[src/rtl/rv_pkg.sv]
// Shared fetch-path definitions: the NOP encoding, fetch FSM states and the
// fetch-queue entry layout.
package rv_pkg;

    localparam logic [31:0] NOP_INSTR = 32'h0000_0013;

    typedef enum logic [1:0] {
        IDLE = 2'd0,
        WAIT = 2'd1,
        DROP = 2'd2
    } fetch_state_t;

    typedef struct packed {
        logic [31:0] pc;
        logic [31:0] instr;
        logic        misaligned;
    } fetch_entry_t;

    localparam int ENTRY_W = $bits(fetch_entry_t);

endpackage

[src/rtl/fetch_queue.sv]
// Circular fetch queue; the head entry is driven straight from storage so
// decode sees it without a register stage.
module fetch_queue #(
    parameter int DEPTH = 2,
    parameter int WIDTH = 65
) (
    input  logic                     clk,
    input  logic                     rst,
    input  logic                     push,
    input  logic                     pop,
    input  logic                     clear,
    input  logic [WIDTH-1:0]         push_data,
    output logic [WIDTH-1:0]         head_data,
    output logic                     full,
    output logic                     empty,
    output logic [$clog2(DEPTH):0]   count
);

    localparam int PW = $clog2(DEPTH);
    localparam logic [PW:0] DEPTH_C = (PW + 1)'(DEPTH);

    logic [WIDTH-1:0] mem [DEPTH];
    logic [PW-1:0]    wr_ptr;
    logic [PW-1:0]    rd_ptr;
    logic             do_push;
    logic             do_pop;

    assign full      = (count == DEPTH_C);
    assign empty     = (count == '0);
    assign head_data = mem[rd_ptr];
    assign do_push   = push && !full;
    assign do_pop    = pop && !empty;

    always_ff @(posedge clk) begin
        if (rst) begin
            wr_ptr <= '0;
            rd_ptr <= '0;
            count  <= '0;
            // NOTE: storage is reset because the head outputs read it directly
            // and must show zeros after reset; a plain FIFO would skip this.
            for (int i = 0; i < DEPTH; i++) begin
                mem[i] <= '0;
            end
        end else if (clear) begin
            wr_ptr <= '0;
            rd_ptr <= '0;
            count  <= '0;
        end else begin
            if (do_push) begin
                mem[wr_ptr] <= push_data;
                wr_ptr      <= wr_ptr + 1'b1;
            end
            if (do_pop) begin
                rd_ptr <= rd_ptr + 1'b1;
            end
            case ({do_push, do_pop})
                2'b10:   count <= count + 1'b1;
                2'b01:   count <= count - 1'b1;
                default: count <= count;
            endcase
        end
    end

endmodule

[src/rtl/instr_fetch_unit.sv]
// Instruction fetch unit: one outstanding memory request at a time, queues
// fetched instructions (or a NOP for misaligned PCs) toward decode.
module instr_fetch_unit #(
    parameter int          DEPTH     = 2,
    parameter logic [31:0] NOP_INSTR = rv_pkg::NOP_INSTR
) (
    input  logic        clk,
    input  logic        rst,
    input  logic [31:0] fetch_pc,
    input  logic        flush,
    output logic        pc_advance,
    output logic        imem_req,
    output logic [31:0] imem_addr,
    input  logic        imem_gnt,
    input  logic        imem_rvalid,
    input  logic [31:0] imem_rdata,
    output logic        id_valid,
    input  logic        id_ready,
    output logic [31:0] id_instr,
    output logic [31:0] id_pc,
    output logic        id_misaligned
);

    import rv_pkg::*;

    localparam int CW = $clog2(DEPTH) + 1;

    if (DEPTH < 2 || DEPTH > 8 || (DEPTH & (DEPTH - 1)) != 0) begin : g_bad_depth
        $error("instr_fetch_unit: DEPTH must be a power of two in 2..8");
    end

    fetch_state_t  state;
    logic [31:0]   pending_pc;
    fetch_entry_t  push_entry;
    fetch_entry_t  head;
    logic          q_full;
    logic          q_empty;
    logic [CW-1:0] q_count;
    logic          aligned;
    logic          can_fetch;
    logic          mis_push;
    logic          rsp_push;
    logic          push;
    logic          pop;

    // A slot is reserved at issue time, so the response push never meets a full queue.
    assign aligned    = (fetch_pc[1:0] == 2'b00);
    assign can_fetch  = !rst && (state == IDLE) && !q_full && !flush;
    assign imem_req   = can_fetch && aligned;
    assign mis_push   = can_fetch && !aligned;
    assign rsp_push   = !rst && (state == WAIT) && imem_rvalid && !flush;
    assign pc_advance = (imem_req && imem_gnt) || mis_push;
    assign push       = mis_push || rsp_push;
    assign pop        = id_ready && !q_empty;
    assign imem_addr  = fetch_pc;

    assign push_entry = mis_push ? '{pc: fetch_pc, instr: NOP_INSTR, misaligned: 1'b1}
                                 : '{pc: pending_pc, instr: imem_rdata, misaligned: 1'b0};

    assign id_valid      = (q_count != '0);
    assign id_instr      = head.instr;
    assign id_pc         = head.pc;
    assign id_misaligned = head.misaligned;

    // NOTE: state registers use non-blocking assignments so every flop samples
    // pre-edge values regardless of statement order.
    always_ff @(posedge clk) begin
        if (rst) begin
            state      <= IDLE;
            pending_pc <= '0;
        end else begin
            case (state)
                IDLE: begin
                    if (imem_req && imem_gnt) begin
                        pending_pc <= fetch_pc;
                        state      <= WAIT;
                    end
                end
                WAIT: begin
                    if (imem_rvalid)  state <= IDLE;
                    else if (flush)   state <= DROP;
                end
                DROP: begin
                    if (imem_rvalid)  state <= IDLE;
                end
                default: state <= IDLE;
            endcase
        end
    end

    fetch_queue #(
        .DEPTH (DEPTH),
        .WIDTH (ENTRY_W)
    ) u_queue (
        .clk       (clk),
        .rst       (rst),
        .push      (push),
        .pop       (pop),
        .clear     (flush),
        .push_data (push_entry),
        .head_data (head),
        .full      (q_full),
        .empty     (q_empty),
        .count     (q_count)
    );

endmodule

[config.mk]
export PLATFORM = sky130hd
export DESIGN_NAME = instr_fetch_unit
export DESIGN_NICKNAME = d
export VERILOG_FILES = /design/src/rtl/rv_pkg.sv /design/src/rtl/fetch_queue.sv /design/src/rtl/instr_fetch_unit.sv
export SDC_FILE = /design/constraint.sdc
export NUM_CORES = 1
export LEC_CHECK = 0
export ABC_AREA = 1
export CORE_ASPECT_RATIO = 1.1
export CORE_MARGIN = 4
export CORE_UTILIZATION = 35
export CTS_BUF_LIST = sky130_fd_sc_hd__clkbuf_8
export CTS_CLUSTER_DIAMETER = 120
export DETAILED_ROUTE_END_ITERATION = 7
export PLACE_DENSITY = 0.66
export REMOVE_ABC_BUFFERS = 1
export SKIP_CTS_REPAIR_TIMING = 1
export SYNTH_ARGS = -nofsm -noshare
export SYNTH_HDL_FRONTEND = slang
export SYNTH_SLANG_ARGS = --single-unit
[constraint.sdc]
create_clock -name clk -period 7.7 [get_ports clk]
set_input_delay 1.54 -clock clk [delete_from_list [all_inputs] [get_ports clk]]
set_output_delay 1.54 -clock clk [all_outputs]
set_load 0.01 [all_outputs]
==> reports/summary.md, run 1 <==
TritonCTS built the clock tree. For the number of pins with negative max-slew slack in the final report, the log shows 0. The width of the chip was 153 um. On the worst path, the slowest cell contributes a delay of 650 ps. The post-detailed-route via-to-cell ratio was 4.74; the total power divided by cell area was 189 nW/um^2. The effective utilization at floorplan is 36.0%. The maximum count of clock buffers along a single path came out at 2. Of the total power, combinational logic draws 13.2%. The number of warnings reported in the yosys synthesis log is 0. In this run, synthesis inferred 130 flip-flops with an integrated enable. The tools report the TritonCTS buffer count as 17.

The path category of the worst min-delay check is flip-flop to flip-flop. Cells with a size suffix above 1 make up 11.8% of the layout. For the pin with the worst max-slew slack, the measured transition is 1260 ps.

The share of total power dissipated in the clock network is 32.3%. The chip height came out at 167 um. After synthesis the cells add up to 8050 sq um. During placement, the flow inserted port buffers numbering 169. The average instance in the mapped netlist occupies 10.3 sq um. For this run, the register share of the synthesized area comes to 58.2%. The analysis attributes to cell leakage a power of 4.11 nW. The run gives 14.2 ps as the final setup skew. Entering global routing, the biggest net connects 66 pins. The floorplan has 57 rows. The count of distinct cell types in the synthesized netlist is 25, and the total congestion overflow is 0. The run gives 169 as the clock sink total. Traced cell by cell, the critical path runs through clkdlybuf4s50_1 -> nor2_4 -> nand2_1 -> nor2_4 -> nand2_4 -> nand2_1 -> clkdlybuf4s50_1. The logs give 13.9% for the overall fraction of global-route tracks in use and 324 for the starting DRC count in detailed routing. The synthesized design contains 169 register bits. In the finished design, the share of the clock period the worst path needs comes to 78.4%. The count of nets left with antenna violations after detail routing was 0; the maximum fanout along the worst path was 64. The final design utilization was 44.8%.

In this run the power spent charging and discharging nets is 0.445 mW. The tools report the source-to-sink clock delay at the later pin of the worst-skew pair as 450 ps. Setup repair after global routing left no endpoint under its margin.

The clock-pin slew on the worst setup and hold paths is 90 ps, and the number of H-tree levels is 4. The congestion estimate from routability-driven global placement came to 0.747. In this run switching power makes up 23.5% of total power.

For the via count of the first global-routing pass, the log shows 5,221. In this run the tightest slew margin relative to its limit is 15.8%. The first detailed-routing pass took 6 iterations. The buffer and inverter count on the worst path came out at 2. In the synthesized netlist the async set-or-reset flop fraction comes to 0%. The smallest clock period supported by the final layout is computed as 6030 ps.

In this run the standard cell core region covers 22,400 sq um. After legalization and detailed placement, the total HPWL measured 11.3 mm. The number of design rule violations left after detail routing was 0. Sequential cells account for 54.5% of the total power. The worst setup path is captured at a primary output. The slowest stage of the critical path belongs to the cell sky130_fd_sc_hd__nor2_4. For this run, the post-layout net count is 963. The primary flip-flop cell chosen by synthesis mapping was sky130_fd_sc_hd__edfxtp_1. The category of cells accounting for the largest share of critical-path delay was simple AND/OR/NAND/NOR gates. The number of endpoints failing setup at the final stage was 0. The count of boundary I/O pins is 170, and the count of maximum capacitance violations is 0.

The number of antenna diodes in the final layout is 0. Static timing analysis puts the maximum clock frequency at 166 MHz. The tools report the clock root buffer as sky130_fd_sc_hd__clkbuf_8. For this block, the routed nets add up to 18.4 mm of wire. The first global-routing pass estimated 28.1 mm of wire.

The initial antenna violation count is 0, and the post-detailed-route wirelength per cell is 15.3 um. The setup path with the least slack is of type input port to primary output. The worst-case IR drop observed on VDD is 0.000104 V. For the worst setup path, the data required time is 6160 ps.

The internal power of the cells is 1.45 mW. Summing over every cut layer, the via total after detailed routing is 5,689. Compared with the post-synthesis result, the final layout area differs by 24.6%. Synthesis produced a netlist whose cell count is 785.

The flow ran to the end, and the final reports show no timing, DRC or antenna violations. The accumulated negative setup slack is 0 ps, and the data arrival at the endpoint of the critical path is 4490 ps. The run gives 0 as the number of endpoints with negative hold slack in the final report.

STA classifies the critical path startpoint as an input port. The floorplan step defined a die boundary enclosing 25,500 sq um.
## placed cells by master (no fill, tap or decap)
| cell | count |
|---|---|
| sky130_fd_sc_hd__clkdlybuf4s50_1 | 169 |
| sky130_fd_sc_hd__nor2_1 | 144 |
| sky130_fd_sc_hd__edfxtp_1 | 130 |
| sky130_fd_sc_hd__inv_1 | 104 |
| sky130_fd_sc_hd__nand4_1 | 90 |
| sky130_fd_sc_hd__nand2_1 | 69 |
| sky130_fd_sc_hd__mux2_2 | 65 |
| sky130_fd_sc_hd__dfxtp_1 | 38 |
| sky130_fd_sc_hd__o21ai_0 | 27 |
| sky130_fd_sc_hd__clkbuf_8 | 17 |
| sky130_fd_sc_hd__o21ai_1 | 7 |
| sky130_fd_sc_hd__a21oi_1 | 7 |
| sky130_fd_sc_hd__nor2_4 | 6 |
| sky130_fd_sc_hd__nand2_4 | 6 |
| sky130_fd_sc_hd__nand3_1 | 5 |
| sky130_fd_sc_hd__clkinv_1 | 4 |
| sky130_fd_sc_hd__buf_4 | 4 |
| sky130_fd_sc_hd__clkinvlp_4 | 3 |
| sky130_fd_sc_hd__bufinv_16 | 3 |
| sky130_fd_sc_hd__inv_2 | 2 |
| sky130_fd_sc_hd__o21a_1 | 1 |
| sky130_fd_sc_hd__nor3b_1 | 1 |
| sky130_fd_sc_hd__and2_1 | 1 |
| sky130_fd_sc_hd__ha_1 | 1 |
| sky130_fd_sc_hd__dfxtp_4 | 1 |
## registers in the layout, indices dropped and copies added (netlist names), named ones only
register and count:
u_queue.wr_ptr 1, u_queue.rd_ptr 1, u_queue.count 2, u_queue.mem 130, pending_pc 32, state 2
## routing by layer
layer	up-vias	GRT usage, %	routed length (um)
li1	2835	-	-
met1	2658	18.1	8100
met2	188	22.9	9020
met3	8	3.72	1110
met4	0	3.68	181
met5	-	0	0
## synthesized netlist by cell type, types with 2 or more instances
| cell | n | share of area (%) |
|---|---|---|
| sky130_fd_sc_hd__nor2_1 | 145 | 6.8 |
| sky130_fd_sc_hd__nand4_1 | 90 | 7.0 |
| sky130_fd_sc_hd__buf_2 | 24 | 1.5 |
| sky130_fd_sc_hd__buf_6 | 6 | 0.84 |
| sky130_fd_sc_hd__buf_1 | 8 | 0.37 |
| sky130_fd_sc_hd__inv_1 | 98 | 4.6 |
| sky130_fd_sc_hd__clkbuf_1 | 11 | 0.51 |
| sky130_fd_sc_hd__nor2_2 | 2 | 0.16 |
| sky130_fd_sc_hd__nand2_4 | 4 | 0.56 |
| sky130_fd_sc_hd__dfxtp_1 | 39 | 9.7 |
| sky130_fd_sc_hd__nand3_1 | 5 | 0.31 |
| sky130_fd_sc_hd__mux2_2 | 65 | 9.1 |
| sky130_fd_sc_hd__nor2_4 | 3 | 0.42 |
| sky130_fd_sc_hd__o21ai_0 | 27 | 1.7 |
| sky130_fd_sc_hd__nand2_1 | 71 | 3.3 |
| sky130_fd_sc_hd__inv_2 | 2 | 0.093 |
| sky130_fd_sc_hd__o21ai_1 | 7 | 0.43 |
| sky130_fd_sc_hd__buf_4 | 36 | 3.4 |
| sky130_fd_sc_hd__a21oi_1 | 7 | 0.43 |
| sky130_fd_sc_hd__edfxtp_1 | 130 | 48 |
## metrics by stage
step | instance area (sq um) | power [mW] | cells | worst slack [ps] | hold slack [ps]
after floorplan | 7520 | 1.15 | 700 | 2630 | 425
after global placement | 9650 | 1.30 | 1168 | 1740 | 432
after detailed placement | 9650 | 1.31 | 1168 | 1640 | 436
after CTS | 10000 | 1.91 | 1200 | 1660 | 450
after global routing | 10000 | 1.97 | 1200 | 1470 | 468
final | 10000 | 1.89 | 1200 | 1670 | 456
## power groups by stage
stage	Sequential, mW	Clock, mW	Combinational, mW
final	1.03	0.611	0.250
after detailed placement	1.05	0	0.253
after global placement	1.05	0	0.252
after global routing	1.04	0.666	0.270
after floorplan	1.05	0	0.0988
after CTS	1.03	0.623	0.254
## kinds of logic after synthesis
| kind of cell | share of synthesized area, % |
|---|---|
| multiplexers | 9.09 |
| flip-flops | 58.2 |
| adder cells (fa/ha/maj) | 0.155 |
| buffers and inverters | 11.3 |
| AND/OR/NAND/NOR | 18.7 |
| AO/OA/AOI/OAI | 2.64 |
## final timing paths
kind	to	start	slack (ps)	cells after the start
worst min-delay path	flip-flop	u_queue.rd_ptr	460	1
worst max-delay path	pc_advance	rst	1670	7
worst max register to register	u_queue.mem[0][15]	u_queue.count[0]	3830	8
worst min register to register	flip-flop	u_queue.rd_ptr	460	1
## cell type report
class,count,area (sq um)
fillers,2115,12400
flip-flops and latches,169,4690
multi-input cells,430,2490
repair buffers,173,1720
inverters,101,379
well taps,295,369
clock buffers,17,234
clock inverters,15,146
Note: power is estimated with default switching activity, not from simulation.
==> run 2, diff against run 1 <==
Clock period 7.7 ns to 5.7 ns, I/O delays scaled along.
==> reports/summary.md, run 2 (synthesized netlist as in run 1, its figures left out) <==
The run finished with clean final reports. The worst max-slew margin expressed relative to the limit is 14.4%, and the accumulated negative setup slack is 0 ps. During I/O placement, the number of pins put on the boundary was 170. The number of cells on the worst reg-to-reg path is 10. The count of fill cells added during filler insertion is 2,136. Count of maximum capacitance violations: 0. Flip-flop count of the largest register after layout: 130. The number of endpoints with negative hold slack in the final report came out at 0. The run gives 4.11 nW as the static leakage.

Clock-pin slew was measured on the worst setup and hold paths at 80 ps. For this design the total switching power over the nets is 0.620 mW. For the global-route wire length before repair, the log shows 29.5 mm. The library cells used most frequently in the layout, excluding fill and tap cells, are 169 x sky130_fd_sc_hd__clkdlybuf4s50_1, 144 x sky130_fd_sc_hd__nor2_1, 130 x sky130_fd_sc_hd__edfxtp_1, 99 x sky130_fd_sc_hd__inv_1, 90 x sky130_fd_sc_hd__nand4_1. The width of the chip was 153 um. The quantity of I/O buffers inserted on ports came out at 169. The internal portion of the total power is 1.91 mW. For the via count of the first global-routing pass, the log shows 5,678. Path category of the worst min-delay check: flip-flop to flip-flop. The post-route netlist has 13.0% of its cells at a drive strength greater than 1. The logs give 4690 sq um for the area of all sequential standard cells and 66 for the maximum number of pins on one net before global-route repair. Of the total power, the share spent switching nets is 24.5%. At the later pin of the worst-skew pair, clock insertion delay measures 430 ps. Registers are responsible for 55.1% of the overall power. The post-detailed-route via-to-cell ratio was 4.74. The count of nets left with antenna violations after detail routing came out at 0. The run gives 0 as the number of design rule violations left after detail routing. The tools report the origin of the critical flop-to-flop path as u_queue.count[0]. Wire length after detailed routing: 18.4 mm. For the number of endpoints failing setup at the final stage, the log shows 0.

Row generation in the floorplan step produced 57 rows. The number of pins with negative max-slew slack in the final report was 0; the total congestion overflow was 0. The tools report the maximum VDD drop as 0.000112 V.

The area added between synthesis and finish is 24.8%. The worst-case register-to-register setup slack is 2390 ps. Setup repair after global routing left no endpoint under its margin. The worst hold path passes through 2 cells. The worst hold path begins at pending_pc[1]. Across all layers, the routed design uses 5,703 vias. The largest registers in the layout are u_queue.mem (130), pending_pc (32).

The clock network burns 31.6% of the power. The worst hold endpoint is pending_pc[1]. The tools report the post-detailed-placement half-perimeter wirelength as 11.2 mm.

The sort of element at the end of the critical path is a primary output. The maximum fanout along the worst path was 32. After detailed placement, the design holds a cell count of 1,171. Clock tree synthesis found a total of 169 sinks.

The tools report the maximum count of clock buffers along a single path as 2. Post-layout net count: 966. The number of optimization iterations in the first detailed-route pass is 5. TritonCTS built the clock tree.

In the global route stage, overall resource usage came out at 14.4%. The repair_antennas step left the layout with diodes totalling 0. The die area is 25,500 sq um, and the TritonCTS buffer count is 17. In the finished design, the share of the clock period the worst path needs comes to 77.3%.

The logs give 22,400 sq um for the standard cell core area and 3260 ps for the data arrival at the endpoint of the critical path. The starting DRC count in detailed routing came out at 324. The worst setup path is launched from an input port.

Leaving out filler cells and counting taps, the final layout contains 1,203. The cell sitting at the root of the clock tree is a sky130_fd_sc_hd__clkbuf_8. The library cell used most frequently in the layout, excluding fill and tap cells, is sky130_fd_sc_hd__clkdlybuf4s50_1.

The number of H-tree levels is 4, and the effective utilization at floorplan is 36.0%. The routability congestion estimate from global placement is 0.775, and the initial antenna violation count is 0. The critical path in this run is classified as input port to primary output. In this run the power density over the cells is 252 nW/um^2. The required time of the worst setup path is 4560 ps. The logs give 15.6 ps for the final setup skew and 44.9% for the final design utilization.

The multi-input combinational cells in the finished layout cover a total of 2490 sq um. The share of total power dissipated in combinational logic is 13.3%. The chip height is 167 um. At the pin with the least slew margin, the transition time is 1280 ps. In the final routed layout, each cell accounts on average for 15.3 um.

The time the final worst path needs with I/O delays and setup works out to 4400 ps. The worst register-to-register path ends at u_queue.mem[0][3]. The maximum achievable frequency came out at 227 MHz.

The register ranked first by flip-flop count is u_queue.mem.
run 2: cell count changes in the layout (fill, tap and decap cells not counted), sizes merged:
cell	change
clkbuf	+6
inv	-3
buf	+3
bufinv	-3
run 2: per-layer routing:
| layer | vias up | global-route usage [%] | share of wire, % |
|---|---|---|---|
| li1 | 2844 | - | - |
| met1 | 2695 | 17.5 | 44 |
| met2 | 151 | 25.6 | 51 |
| met3 | 13 | 2.84 | 4.3 |
| met4 | 0 | 4.65 | 0.99 |
| met5 | - | 0 | 0 |
run 2: worst max path at each step:
stage	startpoint	slack [ps]	end
after global placement	rst	1060	u_queue.mem[0][26]
final	rst	1300	pc_advance
after floorplan	fetch_pc[0]	1030	u_queue.mem[0][0]
after CTS	rst	1260	pc_advance
after detailed placement	rst	1000	u_queue.mem[0][26]
after global routing	rst	1130	pc_advance
run 2: stage by stage:
step / area, sq um / worst slack [ps] / hold WS (ps) / power [mW]
2_1_floorplan: 7520 / 1030 / 425 / 1.56
3_3_place_gp: 9670 / 1060 / 433 / 1.76
3_5_place_dp: 9670 / 999 / 439 / 1.77
4_1_cts: 10100 / 1260 / 453 / 2.56
5_1_grt: 10100 / 1130 / 485 / 2.64
6_report: 10100 / 1300 / 454 / 2.53
run 2: critical path: stages:
cell	delay (ps)
sky130_fd_sc_hd__clkdlybuf4s50_1	500
sky130_fd_sc_hd__nor2_4	240
sky130_fd_sc_hd__nand2_1	120
sky130_fd_sc_hd__nor2_4	80
sky130_fd_sc_hd__buf_4	350
sky130_fd_sc_hd__nand3_1	180
sky130_fd_sc_hd__nand2_1	100
sky130_fd_sc_hd__clkdlybuf4s50_1	550
run 2: cell type report:
class	count	area share [%]
Clock buffer	23	3.15
Sequential cell	169	46.6
Clock inverter	9	0.622
Timing Repair Buffer	176	17.3
Tap cell	295	3.67
Inverter	101	3.77
Multi-Input combinational cell	430	24.8
run 2: power by group through the flow:
| stage | clock network, mW | registers (mW) | logic, mW |
|---|---|---|---|
| after floorplan | 0 | 1.42 | 0.133 |
| after global placement | 0 | 1.42 | 0.341 |
| after detailed placement | 0 | 1.42 | 0.343 |
| after CTS | 0.824 | 1.40 | 0.345 |
| after global routing | 0.873 | 1.40 | 0.367 |
| final | 0.799 | 1.39 | 0.337 |
